`config.mk`:
```
export PLATFORM = sky130hd
export DESIGN_NAME = vend_controller_flat
export DESIGN_NICKNAME = d
export VERILOG_FILES = /design/src/rtl/vend_controller_if.sv /design/src/rtl/vend_controller.sv /design/src/flat_wrapper.sv
export SDC_FILE = /design/constraint.sdc
export NUM_CORES = 1
export LEC_CHECK = 0
export ABC_AREA = 1
export CAP_MARGIN = 5
export CORE_MARGIN = 2
export CORE_UTILIZATION = 59
export CTS_BUF_LIST = sky130_fd_sc_hd__clkbuf_4
export DETAILED_ROUTE_END_ITERATION = 8
export PLACE_DENSITY = 0.82
export SLEW_MARGIN = 0
export SYNTH_ARGS = -nofsm -noshare
export SYNTH_HDL_FRONTEND = slang
export SYNTH_SLANG_ARGS = --single-unit
```
`constraint.sdc`:
```
create_clock -name clk -period 2.58 [get_ports clk]
set_input_delay 0.516 -clock clk [delete_from_list [all_inputs] [get_ports clk]]
set_output_delay 0.516 -clock clk [all_outputs]
set_load 0.05 [all_outputs]
```
`src/rtl/vend_controller_if.sv`:
```
// vend_controller_if: front-end/dispenser signal bundle for vend_controller.
//   master: selection, coin, cancel and disp_ack inputs; observes the outputs.
//   slave:  the controller; drives product, change, coin_reject, err_item,
//           busy and credit.
interface vend_controller_if;
  logic [3:0] item_no;
  logic       sel_valid;
  logic       five_rup;
  logic       ten_rup;
  logic       cancel;
  logic       disp_ack;
  logic       product;
  logic       change;
  logic       coin_reject;
  logic       err_item;
  logic       busy;
  logic [3:0] credit;
  modport master (
    output item_no, sel_valid, five_rup, ten_rup, cancel, disp_ack,
    input  product, change, coin_reject, err_item, busy, credit
  );
  modport slave (
    input  item_no, sel_valid, five_rup, ten_rup, cancel, disp_ack,
    output product, change, coin_reject, err_item, busy, credit
  );
endinterface

```
`src/rtl/vend_controller.sv`:
```
// vend_controller: vending transaction sequencer (select, collect, dispense, change/refund).
//   clk   rising-edge clock
//   rst_n asynchronous active-low reset
//   bus   vend_controller_if.slave: selection/coin/cancel/disp_ack in;
//         product, change, busy, credit (registered) and coin_reject,
//         err_item (combinational) out. Credit and prices are in 5-rupee units.
module vend_controller #(
  parameter int PRICE1         = 4,
  parameter int PRICE2         = 5,
  parameter int PRICE3         = 6,
  parameter int PRICE4         = 7,
  parameter int TIMEOUT_CYCLES = 1000
) (
  input logic clk,
  input logic rst_n,
  vend_controller_if.slave bus
);
  localparam int TW = $clog2(TIMEOUT_CYCLES);
  if (PRICE1 < 1 || PRICE1 > 13 || PRICE2 < 1 || PRICE2 > 13 ||
      PRICE3 < 1 || PRICE3 > 13 || PRICE4 < 1 || PRICE4 > 13) begin : g_bad_price
    $error("vend_controller: every PRICEn must be in 1..13");
  end
  if (TIMEOUT_CYCLES < 2) begin : g_bad_timeout
    $error("vend_controller: TIMEOUT_CYCLES must be at least 2");
  end
  typedef enum logic [2:0] {IDLE, COLLECT, DISPENSE, CHANGE, REFUND} state_t;
  state_t         state;
  logic [3:0]     price;
  logic [TW-1:0]  tcnt;
  logic           coin;
  logic           valid;
  logic [1:0]     add;
  logic [4:0]     sum;
  logic [3:0]     sel_price;
  assign coin      = bus.five_rup | bus.ten_rup;
  assign valid     = $onehot(bus.item_no);
  assign add       = {1'b0, bus.five_rup} + {bus.ten_rup, 1'b0};
  assign sum       = {1'b0, bus.credit} + {3'b000, add};
  assign sel_price = bus.item_no == 4'b0001 ? 4'(PRICE1) :
                     bus.item_no == 4'b0010 ? 4'(PRICE2) :
                     bus.item_no == 4'b0100 ? 4'(PRICE3) :
                     bus.item_no == 4'b1000 ? 4'(PRICE4) : 4'd0;
  // Mealy outputs are gated by rst_n so every output reads 0 while in reset.
  assign bus.coin_reject = rst_n && coin && state != COLLECT;
  assign bus.err_item    = rst_n && state == IDLE && bus.sel_valid && !valid;
  // Moore outputs are registered: each transition sets them to the values
  // belonging to the state being entered.
  always_ff @(posedge clk or negedge rst_n) begin
    if (!rst_n) begin
      state       <= IDLE;
      price       <= '0;
      tcnt        <= '0;
      bus.credit  <= '0;
      bus.product <= 1'b0;
      bus.change  <= 1'b0;
      bus.busy    <= 1'b0;
    end else begin
      case (state)
        IDLE: if (bus.sel_valid && valid) begin
          state      <= COLLECT;
          price      <= sel_price;
          bus.credit <= '0;
          tcnt       <= '0;
          bus.busy   <= 1'b1;
        end
        COLLECT: begin
          bus.credit <= sum[3:0];
          tcnt       <= coin ? '0 : tcnt + TW'(1);
          // Reaching the price outranks a simultaneous cancel.
          if (sum >= {1'b0, price}) begin
            state       <= DISPENSE;
            bus.product <= 1'b1;
          end else if (bus.cancel || (!coin && tcnt == TW'(TIMEOUT_CYCLES - 1))) begin
            state      <= REFUND;
            bus.change <= sum != 5'd0;
          end
        end
        DISPENSE: if (bus.disp_ack) begin
          bus.product <= 1'b0;
          bus.credit  <= bus.credit - price;
          if (bus.credit != price) begin
            state      <= CHANGE;
            bus.change <= 1'b1;
          end else begin
            state    <= IDLE;
            bus.busy <= 1'b0;
          end
        end
        CHANGE, REFUND: if (bus.credit > 4'd1) begin
          bus.credit <= bus.credit - 4'd1;
        end else begin
          // Last pulse (or an empty refund): IDLE with zero credit next cycle.
          state      <= IDLE;
          bus.credit <= '0;
          bus.change <= 1'b0;
          bus.busy   <= 1'b0;
        end
        default: state <= IDLE;
      endcase
    end
  end
endmodule

```
`src/flat_wrapper.sv`:
```
// flat-port wrapper written by rule: the top's interface ports become plain ports
module vend_controller_flat 
#(
  parameter int PRICE1         = 4,
  parameter int PRICE2         = 5,
  parameter int PRICE3         = 6,
  parameter int PRICE4         = 7,
  parameter int TIMEOUT_CYCLES = 1000
)
  (clk, rst_n, bus_item_no, bus_sel_valid, bus_five_rup, bus_ten_rup, bus_cancel, bus_disp_ack, bus_product, bus_change, bus_coin_reject, bus_err_item, bus_busy, bus_credit);
  vend_controller_if bus_i ();
  input logic clk;
  input logic rst_n;
  input wire logic [$bits(bus_i.item_no)-1:0] bus_item_no;
  input wire logic [$bits(bus_i.sel_valid)-1:0] bus_sel_valid;
  input wire logic [$bits(bus_i.five_rup)-1:0] bus_five_rup;
  input wire logic [$bits(bus_i.ten_rup)-1:0] bus_ten_rup;
  input wire logic [$bits(bus_i.cancel)-1:0] bus_cancel;
  input wire logic [$bits(bus_i.disp_ack)-1:0] bus_disp_ack;
  output wire logic [$bits(bus_i.product)-1:0] bus_product;
  output wire logic [$bits(bus_i.change)-1:0] bus_change;
  output wire logic [$bits(bus_i.coin_reject)-1:0] bus_coin_reject;
  output wire logic [$bits(bus_i.err_item)-1:0] bus_err_item;
  output wire logic [$bits(bus_i.busy)-1:0] bus_busy;
  output wire logic [$bits(bus_i.credit)-1:0] bus_credit;
  assign bus_i.item_no = bus_item_no;
  assign bus_i.sel_valid = bus_sel_valid;
  assign bus_i.five_rup = bus_five_rup;
  assign bus_i.ten_rup = bus_ten_rup;
  assign bus_i.cancel = bus_cancel;
  assign bus_i.disp_ack = bus_disp_ack;
  assign bus_product = bus_i.product;
  assign bus_change = bus_i.change;
  assign bus_coin_reject = bus_i.coin_reject;
  assign bus_err_item = bus_i.err_item;
  assign bus_busy = bus_i.busy;
  assign bus_credit = bus_i.credit;
  vend_controller #(.PRICE1(PRICE1), .PRICE2(PRICE2), .PRICE3(PRICE3), .PRICE4(PRICE4), .TIMEOUT_CYCLES(TIMEOUT_CYCLES)) u_core (.clk(clk), .rst_n(rst_n), .bus(bus_i));
endmodule
```
# Yosys cells after proc, flatten, opt, wreduce, memory -nomap -nowiden
# Cells that the tools add are included.
totals:
  inputBits: 11
  out_inout_bits: 9
  latchBits: 0
  wordCells: 95
  register_bits: 24
  mem_bits_rw: 0
  romBits: 0
  memories: 0
op_classes:
  n_shift: 0
  mux: 31
  bitwise: 1
  addsub: 8
  order_cmp: 2
  n_div: 0
  eq_ne: 21
  multipliers: 0
  reduce_logical: 25
op_table:
  columns: ["operator", "count"]
  rows:
  - ["4-bit 2-to-1 mux", 6]
  - ["10-bit 2-to-1 mux", 2]
  - ["10-bit case mux with 2 select lines", 1]
  - ["3-bit 2-to-1 mux", 6]
  - ["4-bit case mux with 4 select lines", 1]
  - ["3-bit case mux with 4 select lines", 1]
  - ["10-bit by 1-bit adder with 10-bit output, second input constant", 1]
  - ["10-bit equality test, second input constant", 1]
  - ["1-bit 2-to-1 mux", 10]
  - ["2-bit != test, second input constant", 5]
  - ["1-bit logical AND", 7]
  - ["3-bit by 1-bit equality test with 1-bit output, second input constant", 2]
  - ["3-bit by 2-bit equality test with 1-bit output, second input constant", 2]
  - ["2-bit by 1-bit != test with 1-bit output, second input constant", 3]
  - ["3-bit by 1-bit != test with 1-bit output, second input constant", 2]
  - ["1-bit case mux with 3 select lines", 2]
  - ["3-bit AND reduction", 2]
  - ["6-bit AND reduction", 1]
  - ["3-bit nonzero test", 2]
  - ["4-bit by 2-bit adder with 5-bit output", 1]
  - ["5-bit by 4-bit >= comparator with 1-bit output", 1]
  - ["5-bit AND reduction", 1]
  - ["5-bit nonzero test", 1]
  - ["1-bit by 1-bit adder with 2-bit output", 2]
  - ["other kinds (22)", 25]

# Longest topological paths before layout
# Gate-level depths: netlist of run 1.
logic_depth:
  word_depth: 7
  ltp_mapped: 14
  ltp_nobuf: 14

# Worst setup path before layout of run 1
# Ideal clock, no wire load.
synth_timing:
  path_type: "input -> output"
  startpoint: "input bus_item_no[0]"
  endpoint: "output bus_err_item"
  path_stages: 8
  path_slack_ns: -1.007
  n_path_buf: 0
  required_time_ns: 2.064
  arrival_time_ns: 3.071
  cell_sequence: "inv_1 > ha_1 > ha_1 > fa_1 > inv_1 > nand2_1 > nor2_1 > nor4_1"
synth_between:
  elab_chain_cells: 5
synth_lines:
  columns: ["item", "line_no", "source"]
  rows:
  - ["start: declaration", "flat_wrapper.sv:14", "input wire logic [$bits(bus_i.item_no)-1:0] bus_item_no;"]
  - ["1-bit by 1-bit adder with 2-bit output (implied by the code)", "vend_controller.sv:36", "assign valid = $onehot(bus.item_no);"]
  - ["3-bit adder (implied by the code)", "vend_controller.sv:36", null]
  - ["3-bit by 1-bit equality test with 1-bit output", "vend_controller.sv:36", null]
  - ["1-bit zero test", "vend_controller.sv:45", "assign bus.err_item = rst_n && state == IDLE && bus.sel_valid && !valid;"]
  - ["1-bit logical AND", "vend_controller.sv:45", null]
  - ["end: declaration", "flat_wrapper.sv:23", "output wire logic [$bits(bus_i.err_item)-1:0] bus_err_item;"]
# Every way passes these cells.

# Worst setup path in the final report of run 1
layout_timing:
  startpoint: "input bus_item_no[1]"
  endpoint: "output bus_err_item"
# Same word-level chain as after synthesis.

==> results of run 1 <==
==> where the power goes <==
part | switching, mW | internal (mW)
Combinational | 0.999 | 0.609
Sequential | 0.104 | 0.453
Clock | 0.117 | 0.0582
Total | 1.22 | 1.12
==> cells in the mapped netlist, drive strengths merged <==
master | n | area [um^2]
o22a | 1 | 8.76
buf | 3 | 30.0
nand3 | 24 | 130
dfrtp | 23 | 576
o22ai | 3 | 18.8
xnor2 | 1 | 8.76
mux2 | 1 | 11.3
nand2 | 77 | 309
ha | 20 | 250
nor4 | 1 | 6.26
xor2 | 1 | 8.76
a21oi | 5 | 28.8
nor2 | 29 | 139
a22oi | 1 | 7.51
nand3b | 4 | 30.0
fa | 3 | 60.1
nor3 | 1 | 5.00
o21ai | 25 | 129
o211ai | 1 | 7.51
nand4 | 6 | 37.5
a31oi | 1 | 6.26
inv | 47 | 179
a22o | 1 | 8.76
==> cell families after synthesis <==
group	synth area share (%)
flip-flops	28.8
multiplexers	0.564
buffers and inverters	10.5
AND/OR/NAND/NOR	32.9
adder cells (fa/ha/maj)	15.5
XOR/XNOR	0.878
AO/OA/AOI/OAI	10.8
==> per-stage QoR <==
step | hold WS (ns) | setup TNS [ns] | std cells
2_1_floorplan | 0.220 | -0.109 | 279
3_3_place_gp | 0.460 | -9.79 | 358
3_5_place_dp | 0.457 | -11.37 | 358
4_1_cts | 0.491 | -0.132 | 364
5_1_grt | 0.535 | -0.0859 | 367
6_report | 0.484 | 0 | 367
==> how the worst max path moves through the flow <==
stage                   start              end  slack (ns)  cells past startpoint
6_report       bus_item_no[1]     bus_err_item        0.03                     10
5_1_grt        bus_item_no[1]     bus_err_item       -0.05                     10
4_1_cts        bus_item_no[3]     bus_err_item       -0.13                     10
3_5_place_dp   bus_item_no[0]  u_core.state[1]       -0.58                     15
3_3_place_gp   bus_item_no[0]  u_core.state[1]       -0.50                     15
2_1_floorplan  bus_item_no[0]     bus_err_item       -0.11                      8
==> area by class of cell <==
| class | count | area, um^2 |
|---|---|---|
| inverters | 47 | 191 |
| clock buffers | 3 | 22.5 |
| fillers | 244 | 758 |
| well taps | 46 | 57.6 |
| clock inverters | 1 | 5.00 |
| multi-input cells | 206 | 1290 |
| repair buffers | 41 | 388 |
| flip-flops and latches | 23 | 576 |
==> registers in the layout, summed over array words and instances (netlist names) <==
name	flops
u_core.bus.product	1
u_core.bus.busy	1
u_core.bus.credit	4
u_core.tcnt	10
u_core.price	3
u_core.bus.change	1
u_core.state	3
==> routing by layer <==
metal	GRT usage (%)	vias to the layer above
li1	-	982
met1	32.9	910
met2	45.0	59
met3	4.35	9
met4	7.78	0
met5	0	-
==> critical path: cells and delay by family <==
| family | cells | cell delay [ns] |
|---|---|---|
| adders and majority gates | 3 | 0.83 |
| buffers and inverters | 4 | 0.38 |
| and+or+nand+nor | 3 | 0.29 |
==> what timing repair did <==
action / in CTS / in global routing
pin swaps: 7 / 5
resized for setup: 34 / 7
setup buffers: 2 / 3
setup endpoints to repair: 22 / 3
==> impl_metrics.yaml, run 1 <==
status:
  status: "complete, no violations"
timing:
  finalCritPeriodShare_pct: 98.7
  drv_slew: 0
  tightest_slew_ns: 0.495
  max-slew-margin-rel_pct: 66.9
  hold_viol_final: 0
  setup_slack_ns: 0.0330
  skew_ns: 0.00867
  finalSetupViolations: 0
  rsz0062_at_grt: "yes"
  clock.fmax_mhz: 393
  fin_crit_ns: 2.55
worst_setup_path:
  worstPathCellList: "buf_8, inv_4, ha_4, ha_4, fa_1, inv_1, nand2_2, nor2_4, nor4_4, buf_12"
  worstPathMaxFanout: 2
  crit_type: "in2out"
  cp-end-kind: "output pin"
  worstReg2RegStart: "u_core.bus.credit[0]"
  worst-endpoint-arrival_ns: 2.03
  start_kind: "input port"
  cp.required_ns: 2.06
  ff2ff_path_depth: 10
  cpMaxStageDelayCell: "fa_1"
  regToRegSetupSlack_ns: 0.26
  cp_common_cell: "ha_4"
  timing.rr.end: "u_core.bus.product"
  cpPeakStageDelay_ns: 0.48
synth:
  ys_types: 33
  synth_seq_cells: 23
  syn-num-nets: 313
  synth_area_um2: 2000
  ys_seq_area_share_pct: 28.8
  synth_warnings: 0
  syn_area_per_cell_um2: 7.15
  synth_cells: 279
routing:
  wl_um: 4600
  wl_met2_um: 2350
  dr.max_layer_used: "met4"
  drtIter0Drc: 89
  route.detailed.drc: 0
  wl_per_cell_um: 12.5
  vias: 1960
  wl_met1_um: 1920
  viasPerCell: 5.34
  ant_nets: 0
  wl_met3_um: 241
  drtPass1Iterations: 4
clock_network:
  hold_buffers: 0
  root_buffer: "clkbuf_4"
  clkLatencyLatePin_ns: 0.33
  clk_pin_slew_ns: 0.14
  cts_buffer_depth: 2
  cts_sinks: 23
  htree_num_levels: 1
  cts_inserted_buffers: 3
  cts_tree: "yes"
power:
  powerDensity_nw_per_um2: 926
  leakage_nw: 1.28
  irDropWorstVdd_mv: 0.680
  finalPower_mw: 2.34
floorplanning:
  initial_core_util_pct: 60.8
  die_w_um: 62.2
  fp-row-count: 21
  die_area_um2: 3860
  pin_count: 20
  coreArea_um2: 3280
  die_h_um: 62.2
place:
  gp_congestion: 0.908
  port-buffer-count: 19
  place_ws_ns: -0.583
  dpl_cell_area_um2: 2380
  hpwl_um: 3570
layout:
  antenna_cells: 0
  finalNetCount: 356
  layout_commonest_cell: "nand2_1"
  mostFrequentLayoutCells: "nand2_1 (68), inv_1 (35), dfrtp_1 (23)"
  final_util_pct: 76.9
  design_area_um2: 2530
  drive_above_1_share_pct: 22.4
  area_growth_pct: 26.6
min_path:
  worstHoldPathCells: 2
  min_from: "u_core.bus.change"
  holdPathEnd: "u_core.bus.change"
  hold_path.class: "reg2reg"
global_routing:
  antenna_found_initial: 0
  first_global_vias: 1858
  grt-ovfl-total: 0
  grtUsageTotal_pct: 25.8
  grt_pass1_wl_um: 8090
  grt_start_max_net_pins: 24
flow_run:
  maxCapViolCount: 0
No activity file was read; power rests on OpenSTA's default activity.
==> inputs of run 2 (changes only) <==
Settings changed: CTS_CLUSTER_DIAMETER from default to 100, GPL_TIMING_DRIVEN from default to 1.
==> results of run 2 <==
No change in the layout: final DEF, timing and power equal those of run 1.
==> RTL edit, RTL diff (config.mk and constraints of run 2) <==
`TIMEOUT_CYCLES` is set to 1000 in 2 places; all go to 2000.
--- a/src/rtl/vend_controller.sv
+++ b/src/rtl/vend_controller.sv
@@ -9,7 +9,7 @@
   parameter int PRICE2         = 5,
   parameter int PRICE3         = 6,
   parameter int PRICE4         = 7,
-  parameter int TIMEOUT_CYCLES = 1000
+  parameter int TIMEOUT_CYCLES = 2000
 ) (
   input logic clk,
   input logic rst_n,
--- a/src/flat_wrapper.sv
+++ b/src/flat_wrapper.sv
@@ -5,7 +5,7 @@
   parameter int PRICE2         = 5,
   parameter int PRICE3         = 6,
   parameter int PRICE4         = 7,
-  parameter int TIMEOUT_CYCLES = 1000
+  parameter int TIMEOUT_CYCLES = 2000
 )
   (clk, rst_n, bus_item_no, bus_sel_valid, bus_five_rup, bus_ten_rup, bus_cancel, bus_disp_ack, bus_product, bus_change, bus_coin_reject, bus_err_item, bus_busy, bus_credit);
   vend_controller_if bus_i ();
Behaviour: same outputs for any inputs over 10 cycles, from zero or initial values and one cycle with rst_n low; that may be too few to reach the edited logic, so the function may still have changed.
==> RTL edit against run 2 <==
- wire length grew 6.8%
- non-clock buffer count decreased by 3
- setup slack gained 0.030 ns
- total power rose by 0.82%
- global-route usage increased by 2.3 points
- first-iteration DRC count is 42% higher
- sequential share of layout area up 1.1 points
- final area down 0.40%
- sequential cell count rose by 1
- maximum frequency is 1.2% higher
- synthesized area grew 1.5%
- critical path type unchanged
==> RTL edit: results <==
[finish]
top_regs = u_core.tcnt x11, u_core.bus.credit x4
num_antenna_cells = 0
drive_above_1_share = 0.174
nFillCells = 274

[place]
place_inst = 362
finalWeightedCongestion = 0.911
hpwl_um = 3620

[grt]
grt_max_degree = 25
track_usage = 0.281
grt_pass1_vias = 1973
antenna_found_initial = 0

[sta]
worst_pin_slew_ns = 0.514
clock_skew_ns = 0.0114

[synth]
synthCells = 282
synth.area.top_cells = dfrtp_1, nand2_1, ha_1, inv_1, nand3_1
synth_cell_types = 34
syn-num-nets = 316
synthTopCellsByCount = nand2_1, inv_1, dfrtp_1, nand3_1
seq_area_frac_synth = 0.296
synthFlopType = dfrtp_1

[routing]
first_pass_iters = 4
routed_wl_um = 4910
vias_per_cell = 5.41
wl_per_cell_um = 13.3
drt-initial-drc-count = 126

[outcome]
status = finished clean

[clocking]
numCtsBuffers = 3
cts_resized = 32

[power_and_ir_drop]
leakage_nw = 1.30
ir_worst_vdd_mv = 0.468

[critical_path]
arrival_ns = 2.00
-- RTL edit: cell count changes in the layout (fill, tap and decap cells not counted), sizes merged, moves of 2 or more --
cell	run 2	this run
nand3b	4	2
nand3	24	26
inv	47	44
buf	28	25
nor3	1	4
nor2	29	22
nand2	77	87
xor2	1	3
o22ai	3	1
-- RTL edit: logic make-up after synthesis --
group           share of synthesized area
simple gates                        0.337
buf+inv                            0.0933
compound gates                     0.0982
flops                               0.296
fa+ha+maj                           0.153
xor+xnor                           0.0216
-- RTL edit: worst paths after layout --
| check | startpoint | to | slack [ns] | depth (start not counted) |
|---|---|---|---|---|
| min in group asynchronous | rst_n | u_core.tcnt[6]$_DFFE_PN0P_ | 0.56 | 2 |
| worst min register to register | u_core.bus.change$_DFFE_PN0P_ | u_core.bus.change$_DFFE_PN0P_ | 0.49 | 2 |
| max in group asynchronous | rst_n | u_core.bus.busy$_DFFE_PN0P_ | 1.77 | 2 |
| worst max register to register | u_core.bus.credit[0]$_DFFE_PN0P_ | u_core.state[1]$_DFFE_PN0P_ | 0.27 | 10 |
| worst min-delay path | u_core.bus.change$_DFFE_PN0P_ | u_core.bus.change$_DFFE_PN0P_ | 0.49 | 2 |
| worst max-delay path | bus_item_no[1] | bus_err_item | 0.06 | 8 |
-- RTL edit: stage by stage --
| stage | setup WS, ns | area, um2 | setup TNS, ns |
|---|---|---|---|
| 6_report | 0.0634 | 2520 | 0 |
| 5_1_grt | -0.0116 | 2520 | -0.0210 |
| 4_1_cts | -0.0750 | 2510 | -0.0750 |
| 3_5_place_dp | -0.460 | 2420 | -7.01 |
| 3_3_place_gp | -0.431 | 2420 | -6.08 |
| 2_1_floorplan | -0.0826 | 2040 | -0.0826 |
-- RTL edit: where the power goes --
part / switching [mW] / leakage, nW / internal, mW
registers: 0.122 / 0.319 / 0.476
clock network: 0.121 / 0.0154 / 0.0568
logic: 0.989 / 0.968 / 0.594
-- RTL edit: worst max-delay path: stages --
cell	delay, ns
buf_6	0.10
inv_4	0.06
ha_4	0.20
ha_4	0.15
fa_1	0.52
nor2_2	0.06
nor4_4	0.21
buf_12	0.18
-- RTL edit: final cells by class --
cell class | count | area [um2] | share of cell area
Tap cell | 46 | 57.6 | 0.0229
Multi-Input combinational cell | 211 | 1300 | 0.515
Inverter | 45 | 178 | 0.0706
Clock inverter | 1 | 3.75 | 0.00149
Clock buffer | 3 | 22.5 | 0.00895
Sequential cell | 24 | 601 | 0.239
Timing Repair Buffer | 38 | 358 | 0.142
-- RTL edit: routing by layer --
metal | global-route usage | part of all wire
met1 | 0.362 | 0.41
met2 | 0.509 | 0.52
met3 | 0.0306 | 0.055
met4 | 0.0556 | 0.011
met5 | 0 | 0
